[src/rtl/iob_axil2iob.sv]
// AXI-Lite subordinate to IOb manager bridge: buffers AW/W/AR, issues one IOb
// transaction at a time and returns OKAY responses; read/write contention is round-robin.
module iob_axil2iob #(
    parameter int ADDR_W = 32,
    parameter int DATA_W = 32
) (
    input  logic                  clk_i,
    input  logic                  cke_i,
    input  logic                  arst_i,
    input  logic [ADDR_W-1:0]     axil_awaddr_i,
    input  logic                  axil_awvalid_i,
    output logic                  axil_awready_o,
    input  logic [DATA_W-1:0]     axil_wdata_i,
    input  logic [DATA_W/8-1:0]   axil_wstrb_i,
    input  logic                  axil_wvalid_i,
    output logic                  axil_wready_o,
    output logic [1:0]            axil_bresp_o,
    output logic                  axil_bvalid_o,
    input  logic                  axil_bready_i,
    input  logic [ADDR_W-1:0]     axil_araddr_i,
    input  logic                  axil_arvalid_i,
    output logic                  axil_arready_o,
    output logic [DATA_W-1:0]     axil_rdata_o,
    output logic [1:0]            axil_rresp_o,
    output logic                  axil_rvalid_o,
    input  logic                  axil_rready_i,
    output logic                  iob_valid_o,
    output logic [ADDR_W-1:0]     iob_addr_o,
    output logic [DATA_W-1:0]     iob_wdata_o,
    output logic [DATA_W/8-1:0]   iob_wstrb_o,
    input  logic                  iob_ready_i,
    input  logic                  iob_rvalid_i,
    input  logic [DATA_W-1:0]     iob_rdata_i,
    output logic                  iob_rready_o
);

    localparam int STRB_W = DATA_W / 8;

    typedef enum logic [2:0] {
        S_IDLE    = 3'd0,
        S_WR_REQ  = 3'd1,
        S_WR_RESP = 3'd2,
        S_RD_REQ  = 3'd3,
        S_RD_WAIT = 3'd4,
        S_RD_RESP = 3'd5
    } state_t;

    state_t              r_state;
    state_t              w_state_nxt;
    logic                r_aw_full;
    logic                r_w_full;
    logic                r_ar_full;
    logic [ADDR_W-1:0]   r_aw_addr;
    logic [ADDR_W-1:0]   r_ar_addr;
    logic [DATA_W-1:0]   r_w_data;
    logic [STRB_W-1:0]   r_w_strb;
    logic [DATA_W-1:0]   r_rdata;
    logic                r_last_rd;

    logic                w_aw_hs;
    logic                w_w_hs;
    logic                w_ar_hs;
    logic                w_wr_pend;
    logic                w_rd_pend;
    logic                w_grant_wr;
    logic                w_grant_rd;
    logic                w_wr_done;
    logic                w_rd_done;
    logic                w_rd_capture;

    assign w_aw_hs      = axil_awvalid_i & ~r_aw_full;
    assign w_w_hs       = axil_wvalid_i & ~r_w_full;
    assign w_ar_hs      = axil_arvalid_i & ~r_ar_full;
    assign w_wr_pend    = r_aw_full & r_w_full;
    assign w_rd_pend    = r_ar_full;
    assign w_wr_done    = (r_state == S_WR_REQ) & iob_ready_i;
    assign w_rd_done    = (r_state == S_RD_REQ) & iob_ready_i;
    assign w_rd_capture = (r_state == S_RD_WAIT) & iob_rvalid_i;

    // Arbitration in IDLE: a write wins when alone or when the last grant went to a read
    always_comb begin
        w_grant_wr = 1'b0;
        w_grant_rd = 1'b0;
        if (r_state == S_IDLE) begin
            if (w_wr_pend & (~w_rd_pend | r_last_rd)) begin
                w_grant_wr = 1'b1;
            end else if (w_rd_pend) begin
                w_grant_rd = 1'b1;
            end else begin
                w_grant_wr = 1'b0;
            end
        end else begin
            w_grant_rd = 1'b0;
        end
    end

    // Next-state logic
    always_comb begin
        w_state_nxt = r_state;
        case (r_state)
            S_IDLE: begin
                if (w_grant_wr) begin
                    w_state_nxt = S_WR_REQ;
                end else if (w_grant_rd) begin
                    w_state_nxt = S_RD_REQ;
                end else begin
                    w_state_nxt = S_IDLE;
                end
            end
            S_WR_REQ: begin
                if (iob_ready_i) begin
                    w_state_nxt = S_WR_RESP;
                end else begin
                    w_state_nxt = S_WR_REQ;
                end
            end
            S_WR_RESP: begin
                if (axil_bready_i) begin
                    w_state_nxt = S_IDLE;
                end else begin
                    w_state_nxt = S_WR_RESP;
                end
            end
            S_RD_REQ: begin
                if (iob_ready_i) begin
                    w_state_nxt = S_RD_WAIT;
                end else begin
                    w_state_nxt = S_RD_REQ;
                end
            end
            S_RD_WAIT: begin
                if (iob_rvalid_i) begin
                    w_state_nxt = S_RD_RESP;
                end else begin
                    w_state_nxt = S_RD_WAIT;
                end
            end
            S_RD_RESP: begin
                if (axil_rready_i) begin
                    w_state_nxt = S_IDLE;
                end else begin
                    w_state_nxt = S_RD_RESP;
                end
            end
            default: w_state_nxt = S_IDLE;
        endcase
    end

    // State register and round-robin history
    always_ff @(posedge clk_i or posedge arst_i) begin
        if (arst_i) begin
            r_state   <= S_IDLE;
            r_last_rd <= 1'b1;
        end else if (cke_i) begin
            r_state <= w_state_nxt;
            if (w_grant_wr) begin
                r_last_rd <= 1'b0;
            end else if (w_grant_rd) begin
                r_last_rd <= 1'b1;
            end
        end
    end

    // Holding-register full flags: set on handshake, cleared once IOb accepts the request
    always_ff @(posedge clk_i or posedge arst_i) begin
        if (arst_i) begin
            r_aw_full <= 1'b0;
            r_w_full  <= 1'b0;
            r_ar_full <= 1'b0;
        end else if (cke_i) begin
            if (w_wr_done) begin
                r_aw_full <= 1'b0;
                r_w_full  <= 1'b0;
            end else begin
                if (w_aw_hs) r_aw_full <= 1'b1;
                if (w_w_hs)  r_w_full  <= 1'b1;
            end
            if (w_rd_done) begin
                r_ar_full <= 1'b0;
            end else if (w_ar_hs) begin
                r_ar_full <= 1'b1;
            end
        end
    end

    // Payload capture for AW, W, AR and returned read data
    always_ff @(posedge clk_i or posedge arst_i) begin
        if (arst_i) begin
            r_aw_addr <= '0;
            r_ar_addr <= '0;
            r_w_data  <= '0;
            r_w_strb  <= '0;
            r_rdata   <= '0;
        end else if (cke_i) begin
            if (w_aw_hs) r_aw_addr <= axil_awaddr_i;
            if (w_ar_hs) r_ar_addr <= axil_araddr_i;
            if (w_w_hs) begin
                r_w_data <= axil_wdata_i;
                r_w_strb <= axil_wstrb_i;
            end
            if (w_rd_capture) r_rdata <= iob_rdata_i;
        end
    end

    assign axil_awready_o = ~r_aw_full;
    assign axil_wready_o  = ~r_w_full;
    assign axil_arready_o = ~r_ar_full;
    assign axil_bvalid_o  = (r_state == S_WR_RESP);
    assign axil_bresp_o   = 2'b00;
    assign axil_rvalid_o  = (r_state == S_RD_RESP);
    assign axil_rresp_o   = 2'b00;
    assign axil_rdata_o   = r_rdata;

    // Read requests carry zero data and strobes so the IOb side sees a clean read
    assign iob_valid_o  = (r_state == S_WR_REQ) | (r_state == S_RD_REQ);
    assign iob_addr_o   = (r_state == S_WR_REQ) ? r_aw_addr : r_ar_addr;
    assign iob_wdata_o  = (r_state == S_WR_REQ) ? r_w_data : '0;
    assign iob_wstrb_o  = (r_state == S_WR_REQ) ? r_w_strb : '0;
    assign iob_rready_o = (r_state == S_RD_WAIT);

endmodule

[config.mk]
export PLATFORM = sky130hd
export DESIGN_NAME = iob_axil2iob
export DESIGN_NICKNAME = d
export VERILOG_FILES = /design/src/rtl/iob_axil2iob.sv
export SDC_FILE = /design/constraint.sdc
export NUM_CORES = 1
export LEC_CHECK = 0
export BUFFER_PORTS_ARGS = -buffer_cell sky130_fd_sc_hd__buf_2
export CAP_MARGIN = 20
export CORE_UTILIZATION = 30
export CTS_CLUSTER_SIZE = 10
export DETAILED_ROUTE_END_ITERATION = 6
export PLACE_DENSITY = 0.65
export SYNTH_ARGS = -nofsm -noshare
export SYNTH_HDL_FRONTEND = slang
export SYNTH_SLANG_ARGS = --single-unit
[constraint.sdc]
create_clock -name clk_i -period 8 [get_ports clk_i]
set_clock_uncertainty 0.1 [all_clocks]
set_input_delay 1.2 -clock clk_i [delete_from_list [all_inputs] [get_ports clk_i]]
set_output_delay 1.2 -clock clk_i [all_outputs]
set_load 0.03 [all_outputs]
==> results of run 1 <==
## synth_stat cells, types with 2 or more instances
library cell and instances:
sky130_fd_sc_hd__mux2_4 30, sky130_fd_sc_hd__buf_8 3, sky130_fd_sc_hd__buf_2 13, sky130_fd_sc_hd__a21oi_1 8, sky130_fd_sc_hd__nand2_1 3, sky130_fd_sc_hd__dfrtp_1 138, sky130_fd_sc_hd__buf_4 7, sky130_fd_sc_hd__mux2_2 133
sky130_fd_sc_hd__nand2b_1 4, sky130_fd_sc_hd__and3_1 2, sky130_fd_sc_hd__a31oi_1 3, sky130_fd_sc_hd__inv_1 6, sky130_fd_sc_hd__and2_1 36, sky130_fd_sc_hd__clkbuf_1 4, sky130_fd_sc_hd__o21ai_0 3, sky130_fd_sc_hd__nand3_1 3
## power groups by stage
stage | combinational (mW) | clock, mW | sequential, mW
finish | 1.71 | 0.795 | 1.24
global route | 1.82 | 0.847 | 1.29
CTS | 1.73 | 0.821 | 1.24
detailed placement | 1.72 | 0 | 1.25
global placement | 1.71 | 0 | 1.24
floorplan | 1.19 | 0 | 1.33
## cell families after synthesis
| logic type | share of synthesized area (%) |
|---|---|
| multiplexers | 32.02 |
| flip-flops | 56.57 |
| buffers and inverters | 3.519 |
| other | 0.06097 |
| AND/OR/NAND/NOR | 6.204 |
| AO/OA/AOI/OAI | 1.627 |
## critical path: cells and delay by family (launching register included)
kind	cells	cell delay (ns)
buffers and inverters	2	0.61
multiplexers	1	0.41
AND/OR/NAND/NOR	1	0.27
flip-flops	1	0.61
## final cells by class
| cell class | instances | area share [%] |
|---|---|---|
| clock buffer | 23 | 5.941 |
| clock inverter | 9 | 1.371 |
| inverter | 6 | 0.3351 |
| multi-input combinational | 243 | 30.16 |
| sequential | 139 | 42.36 |
| tap | 270 | 4.113 |
| timing repair buffer | 252 | 15.72 |
## registers in the layout (all words and copies together), names as in the netlist
register	count
r_w_data	32
r_w_full	1
r_aw_addr	32
r_ar_addr	32
r_state	3
r_ar_full	1
r_w_strb	4
r_last_rd	1
axil_rdata_o	32
r_aw_full	1
## stage by stage
step	total power [mW]	hold slack, ns	worst slack, ns
2_1_floorplan	2.526	0.3705	2.977
3_3_place_gp	2.945	0.3799	4.774
3_5_place_dp	2.973	0.3859	4.741
4_1_cts	3.792	0.3991	4.286
5_1_grt	3.954	0.4072	4.178
6_report	3.742	0.3974	4.356
## routing by layer
metal | wire length [microns] | share of wire (%) | track usage (%) | vias to the layer above
met3 | 844 | 6.1 | 4.403 | 12
met2 | 6788 | 49 | 22.33 | 139
met4 | 177 | 1.3 | 4.579 | 0
met1 | 6100 | 44 | 17.30 | 2029
li1 | - | - | - | 1929
met5 | 0 | 0 | 0 | -
## worst min-delay path by stage
| stage | start | to | slack [ns] | cells after the start |
|---|---|---|---|---|
| final | r_w_data[6] | r_w_data[6] | 0.40 | 1 |
| after global routing | r_w_data[6] | r_w_data[6] | 0.41 | 1 |
| after CTS | r_w_data[6] | r_w_data[6] | 0.40 | 1 |
| after detailed placement | r_w_data[5] | r_w_data[5] | 0.39 | 1 |
| after global placement | r_w_data[18] | r_w_data[18] | 0.38 | 1 |
| after floorplan | r_w_data[27] | r_w_data[27] | 0.37 | 1 |
==> out/qor.txt, run 1 <==
Synthesis-to-layout area growth: 33.54%
CP peak stage delay: 0.61 ns
Total standard cell area after synthesis: 6151 sq um
Highest clock frequency the design can meet: 274.4 MHz
CP Data Arrival Time: 2.34 ns
Sequential cell area in the final layout: 3480 sq um
Vias per cell: 4.362
Final non-filler cell total: 942
Number of antenna diodes: 0
Switching share of power: 39.42%
Number of synthesized flops with an enable pin: 0
Required time of the critical path: 6.70 ns
Combinational power share: 45.6%
Static Leakage: 4.127 nW
Routed wire length per instance: 14.77 microns
RSZ-0062 raised after global routing: no
Kind of critical path: flip-flop to output port
TritonCTS clock tree: yes
CTS resizes: 0
Final ANT Viol Nets: 0
FP Rows: 52
# clock sinks: 139
Maximum clock path buffer count: 2
Remaining Overflow, GRT: 0
Estimated wirelength of the detail-placed design: 9624 microns
Biggest area contributors in the synthesized netlist: sky130_fd_sc_hd__dfrtp_1, sky130_fd_sc_hd__mux2_2, sky130_fd_sc_hd__mux2_4
Timing endpoint of the critical path: iob_addr_o[29]
Final routed DRC violation total: 0
Setup TNS: 0 ns
Fraction of synthesized cell area taken by the top area cell type: 56.14%
Worst reg2reg endpoint: axil_rdata_o[12]
Total number of nets in the final design: 801
Number of placed cells counting well taps: 909
Final core utilization: 40.73%
Violation count after the first detailed-route iteration: 72
Outcome: complete, no violations
Final Max Slew Viols: 0
IO buf count: 248
Die Height: 145.2 microns
Part of the cycle the worst path needs: 45.55%
R2r worst-path depth: 3
Proportion of layout cells with a drive suffix above 1: 67.56%
Unique masters post-synth: 34
Final period demand of the worst path: 3.644 ns
Finish-stage setup viols: 0
Clock power frac: 21.2%
Layout Cell Area excl Fill: 8214 sq um
Share of synthesized flip-flops with an asynchronous set or reset: 100.0%
Crit path from: r_state[0]
Final RePlAce weighted congestion: 0.7320
Max transition margin: 30.62%
Part of the Yosys area used for sequential elements: 56.57%
Sequential cell fraction of total power: 33.1%
Maximum resistive drop on vdd: 0.1564 mV
Worst reg2reg startpoint: r_state[2]
Classification of the worst-slack hold path: flip-flop to flip-flop
Avg Inst Size Synth: 14.86 sq um
Largest net degree at the start of global routing: 79
Top library cells by usage in the layout, fill and taps aside: sky130_fd_sc_hd__buf_2, sky130_fd_sc_hd__dfrtp_1, sky130_fd_sc_hd__mux2_2, sky130_fd_sc_hd__and2_1, sky130_fd_sc_hd__mux2_4
DR pass1 iterations: 4
Die Span X: 145.2 microns
Clock transition at the registers of the reported paths: 0.06 ns
Antenna violations before repair: 0
Clk root buf: sky130_fd_sc_hd__clkbuf_16
Flip-flop and latch count after synthesis: 139
Level count of the clock H-tree: 4
Gr usage total: 13.77%
Maximum fanout count along the critical path: 34
Num CTS Buffers: 17
Via count of the first global-routing pass: 4397
First-pass GRT wire length: 22920 microns
Cell count after synthesis: 414
WL final: 13910 microns
FILL cells: 1954
Crit end category: output port
Final-report hold violation count: 0
Cell Chain, Critical Path: nor3b_4, buf_4, mux2_2, buf_2
Internal portion of total power: 2.267 mW
CP max-delay cell: sky130_fd_sc_hd__dfrtp_1
Switching power of the nets: 1.475 mW
Commonest non-fill, non-tap cell in the layout: sky130_fd_sc_hd__buf_2
Area leader, netlist: sky130_fd_sc_hd__dfrtp_1
Worst skew pair latency: 0.41 ns
Number of ports placed on the die boundary: 253
Actual slew at the worst max-slew pin: 1.041 ns
Max Cap Violations: 0
Multi-input combinational cell area: 2477 sq um
Starting utilization of the core area: 30.50%
Ys Warns: 0
Count of vias placed by the detailed router: 4109
Area of the die: 21080 sq um
Type of origin of the critical path: flip-flop
Number of hold-repair buffers added at the cts stage: 0
Setup slack, reg-to-reg: 5.64 ns
Power density over the cells: 455.5 nW/um^2
Setup repair bufs after CTS: 0
Core area: 20170 sq um
Main synth FF type: sky130_fd_sc_hd__dfrtp_1
Placed instance area: 7586 sq um
(Power assumes the default switching activity.)
==> run 2, diff against run 1 <==
--- a/config.mk
+++ b/config.mk
@@ -10,7 +10,7 @@
 export CORE_UTILIZATION = 30
 export CTS_CLUSTER_SIZE = 10
 export DETAILED_ROUTE_END_ITERATION = 6
-export PLACE_DENSITY = 0.65
+export PLACE_DENSITY = 0.67
 export SYNTH_ARGS = -nofsm -noshare
 export SYNTH_HDL_FRONTEND = slang
 export SYNTH_SLANG_ARGS = --single-unit
==> constraint.sdc (replaced) <==
create_clock -name clk_i -period 2.9 [get_ports clk_i]
set_clock_uncertainty 0.1 [all_clocks]
set_input_delay 0.435 -clock clk_i [delete_from_list [all_inputs] [get_ports clk_i]]
set_output_delay 0.435 -clock clk_i [all_outputs]
set_load 0.03 [all_outputs]
==> out/qor.txt, run 2 (same netlist as run 1, synthesis figures left out) <==
Worst skew pair latency: 0.41 ns (about the same)
Maximum clock path buffer count: 2 (unchanged)
CP Data Arrival Time: 2.16 ns (-0.18 ns)
Highest clock frequency the design can meet: 371.0 MHz
Placed instance area: 7632 sq um (+0.61%)
Final-report hold violation count: 0 (unchanged)
Number of placed cells counting well taps: 912 (+0.33%)
CTS resizes: 0 (unchanged)
Clk root buf: sky130_fd_sc_hd__clkbuf_16
Vias per cell: 4.285 (-1.8%)
Type of origin of the critical path: flip-flop
Final non-filler cell total: 944 (+0.21%)
Synthesis-to-layout area growth: 33.67% (about the same)
Layout Cell Area excl Fill: 8222 sq um (about the same)
Final core utilization: 40.76% (about the same)
Sequential cell fraction of total power: 33.6% (+0.5 points)
Routed wire length per instance: 14.64 microns (-0.83%)
Estimated wirelength of the detail-placed design: 9722 microns (+1.0%)
Number of ports placed on the die boundary: 253 (unchanged)
Required time of the critical path: 2.37 ns (-4.33 ns)
Global-route met2 utilization: 23.85% (+1.5 points)
Remaining Overflow, GRT: 0 (unchanged)
Clock transition at the registers of the reported paths: 0.06 ns (about the same)
TritonCTS clock tree: yes
WL final: 13820 microns (-0.62%)
Proportion of layout cells with a drive suffix above 1: 67.80% (+0.24 points)
Classification of the worst-slack hold path: primary input to asynchronous set/reset pin
First-pass GRT wire length: 22600 microns (-1.4%)
DR pass1 iterations: 4 (unchanged)
Crit end category: output port
Switching share of power: 39.78% (+0.35 points)
Gr usage total: 13.74% (-0.035 points)
Maximum resistive drop on vdd: 0.4771 mV (+210%)
Count of vias placed by the detailed router: 4045 (-1.6%)
FILL cells: 1975 (+1.1%)
FP Rows: 52 (unchanged)
Number of buffer and inverter instances along the worst setup path: 2 (unchanged)
Die Height: 145.2 microns (unchanged)
Actual slew at the worst max-slew pin: 0.8853 ns (-0.1555 ns)
Die Span X: 145.2 microns (unchanged)
Final period demand of the worst path: 2.695 ns
Internal portion of total power: 6.191 mW (+170%)
Core area: 20170 sq um (unchanged)
GR peak layer: met2
Max Cap Violations: 0 (unchanged)
Combinational power share: 45.5% (about the same)
Largest net degree at the start of global routing: 140 (+77%)
Area of the die: 21080 sq um (unchanged)
Setup repair bufs after CTS: 0 (unchanged)
Top library cells by usage in the layout, fill and taps aside: sky130_fd_sc_hd__buf_2, sky130_fd_sc_hd__dfrtp_1, sky130_fd_sc_hd__mux2_2, sky130_fd_sc_hd__and2_1, sky130_fd_sc_hd__mux2_4
Number of hold-repair buffers added at the cts stage: 0 (unchanged)
Cell Chain, Critical Path: nor3b_4, buf_6, mux2_2, buf_2
Finish-stage setup viols: 0 (unchanged)
Max transition margin: 40.98% (+10 points)
Pre-CTS setup slack: 0.5282 ns (-4.213 ns)
CP max-delay cell: sky130_fd_sc_hd__dfrtp_1
Global routing met1 resource utilization: 15.40% (-1.9 points)
Power density over the cells: 1250 nW/um^2 (+170%)
Worst hold slack after final layout: 0.1052 ns (-0.2922 ns)
RSZ-0062 raised after global routing: no
Kind of critical path: flip-flop to output port
Met3 Resource Use GR: 4.465% (+0.063 points)
Number of antenna diodes: 0 (unchanged)
Clock power frac: 20.9% (-0.3 points)
Pwr Total: 10.28 mW (+170%)
Final Max Slew Viols: 0 (unchanged)
Violation count after the first detailed-route iteration: 68 (-5.6%)
Total number of nets in the final design: 803 (+0.25%)
CP peak stage delay: 0.58 ns (-0.03 ns)
Antenna violations before repair: 0 (unchanged)
Via count of the first global-routing pass: 4419 (+0.50%)
Num CTS Buffers: 17 (unchanged)
Final ANT Viol Nets: 0 (unchanged)
Maximum fanout count along the critical path: 32 (-5.9%)
Static Leakage: 4.122 nW (-0.11%)
IO buf count: 248 (unchanged)
Final Worst Setup Slack: 0.2047 ns (-4.152 ns)
Part of the cycle the worst path needs: 92.94%
Level count of the clock H-tree: 4 (unchanged)
Kind of cell adding the most delay to the critical path: flip-flops
Outcome: complete, no violations
Setup TNS: 0 ns (unchanged)
Commonest non-fill, non-tap cell in the layout: sky130_fd_sc_hd__buf_2
Final RePlAce weighted congestion: 0.7533 (+2.9%)
Final routed DRC violation total: 0 (unchanged)
Starting utilization of the core area: 30.50% (unchanged)
# clock sinks: 139 (unchanged)
Switching power of the nets: 4.089 mW (+180%)
## run 2: cell types whose count changed in the layout (fill, tap and decap cells not counted), sizes merged
| cell | previous run | this run |
|---|---|---|
| clkinvlp | 4 | 6 |
| buf | 252 | 254 |
| clkinv | 3 | 4 |
| inv | 6 | 7 |
| clkbuf | 23 | 19 |
## run 2: final timing paths
kind | startpoint | endpoint | slack (ns) | cells past startpoint
max reg2reg | r_state[2] | axil_rdata_o[13] | 0.78 | 4
min reg2reg | r_w_data[19] | r_w_data[19] | 0.39 | 1
min in group clk_i | axil_wdata_i[8] | r_w_data[8] | 0.15 | 2
max in group asynchronous | arst_i | r_ar_full | 1.93 | 3
max | r_state[0] | iob_addr_o[11] | 0.20 | 4
min | arst_i | axil_rdata_o[6] | 0.11 | 3
## run 2: layout make-up
cell class | count | area, sq um | share of cell area (%)
multi-input combinational | 243 | 2477 | 30.13
inverter | 6 | 26.28 | 0.3196
tap | 270 | 337.8 | 4.109
clock buffer | 19 | 442.9 | 5.387
clock inverter | 13 | 142.6 | 1.735
timing repair buffer | 254 | 1315 | 15.99
sequential | 139 | 3480 | 42.32
## run 2: power groups by stage
stage	clock (mW)	sequential (mW)	combinational, mW
6_report	2.15	3.45	4.68
4_1_cts	2.23	3.45	4.73
2_1_floorplan	0	3.68	3.29
3_5_place_dp	0	3.48	4.71
5_1_grt	2.31	3.58	4.98
3_3_place_gp	0	3.46	4.64
## run 2: metal layers
| layer | up-vias | routed length, microns |
|---|---|---|
| met1 | 1964 | 5611 |
| met4 | 0 | 255 |
| met2 | 138 | 7163 |
| li1 | 1925 | - |
| met5 | - | 0 |
| met3 | 18 | 794 |
## run 2: tightest hold or removal path: stages
cell and delay, ns:
sky130_fd_sc_hd__buf_2 0.11, sky130_fd_sc_hd__clkinvlp_4 0.07, sky130_fd_sc_hd__buf_12 0.49
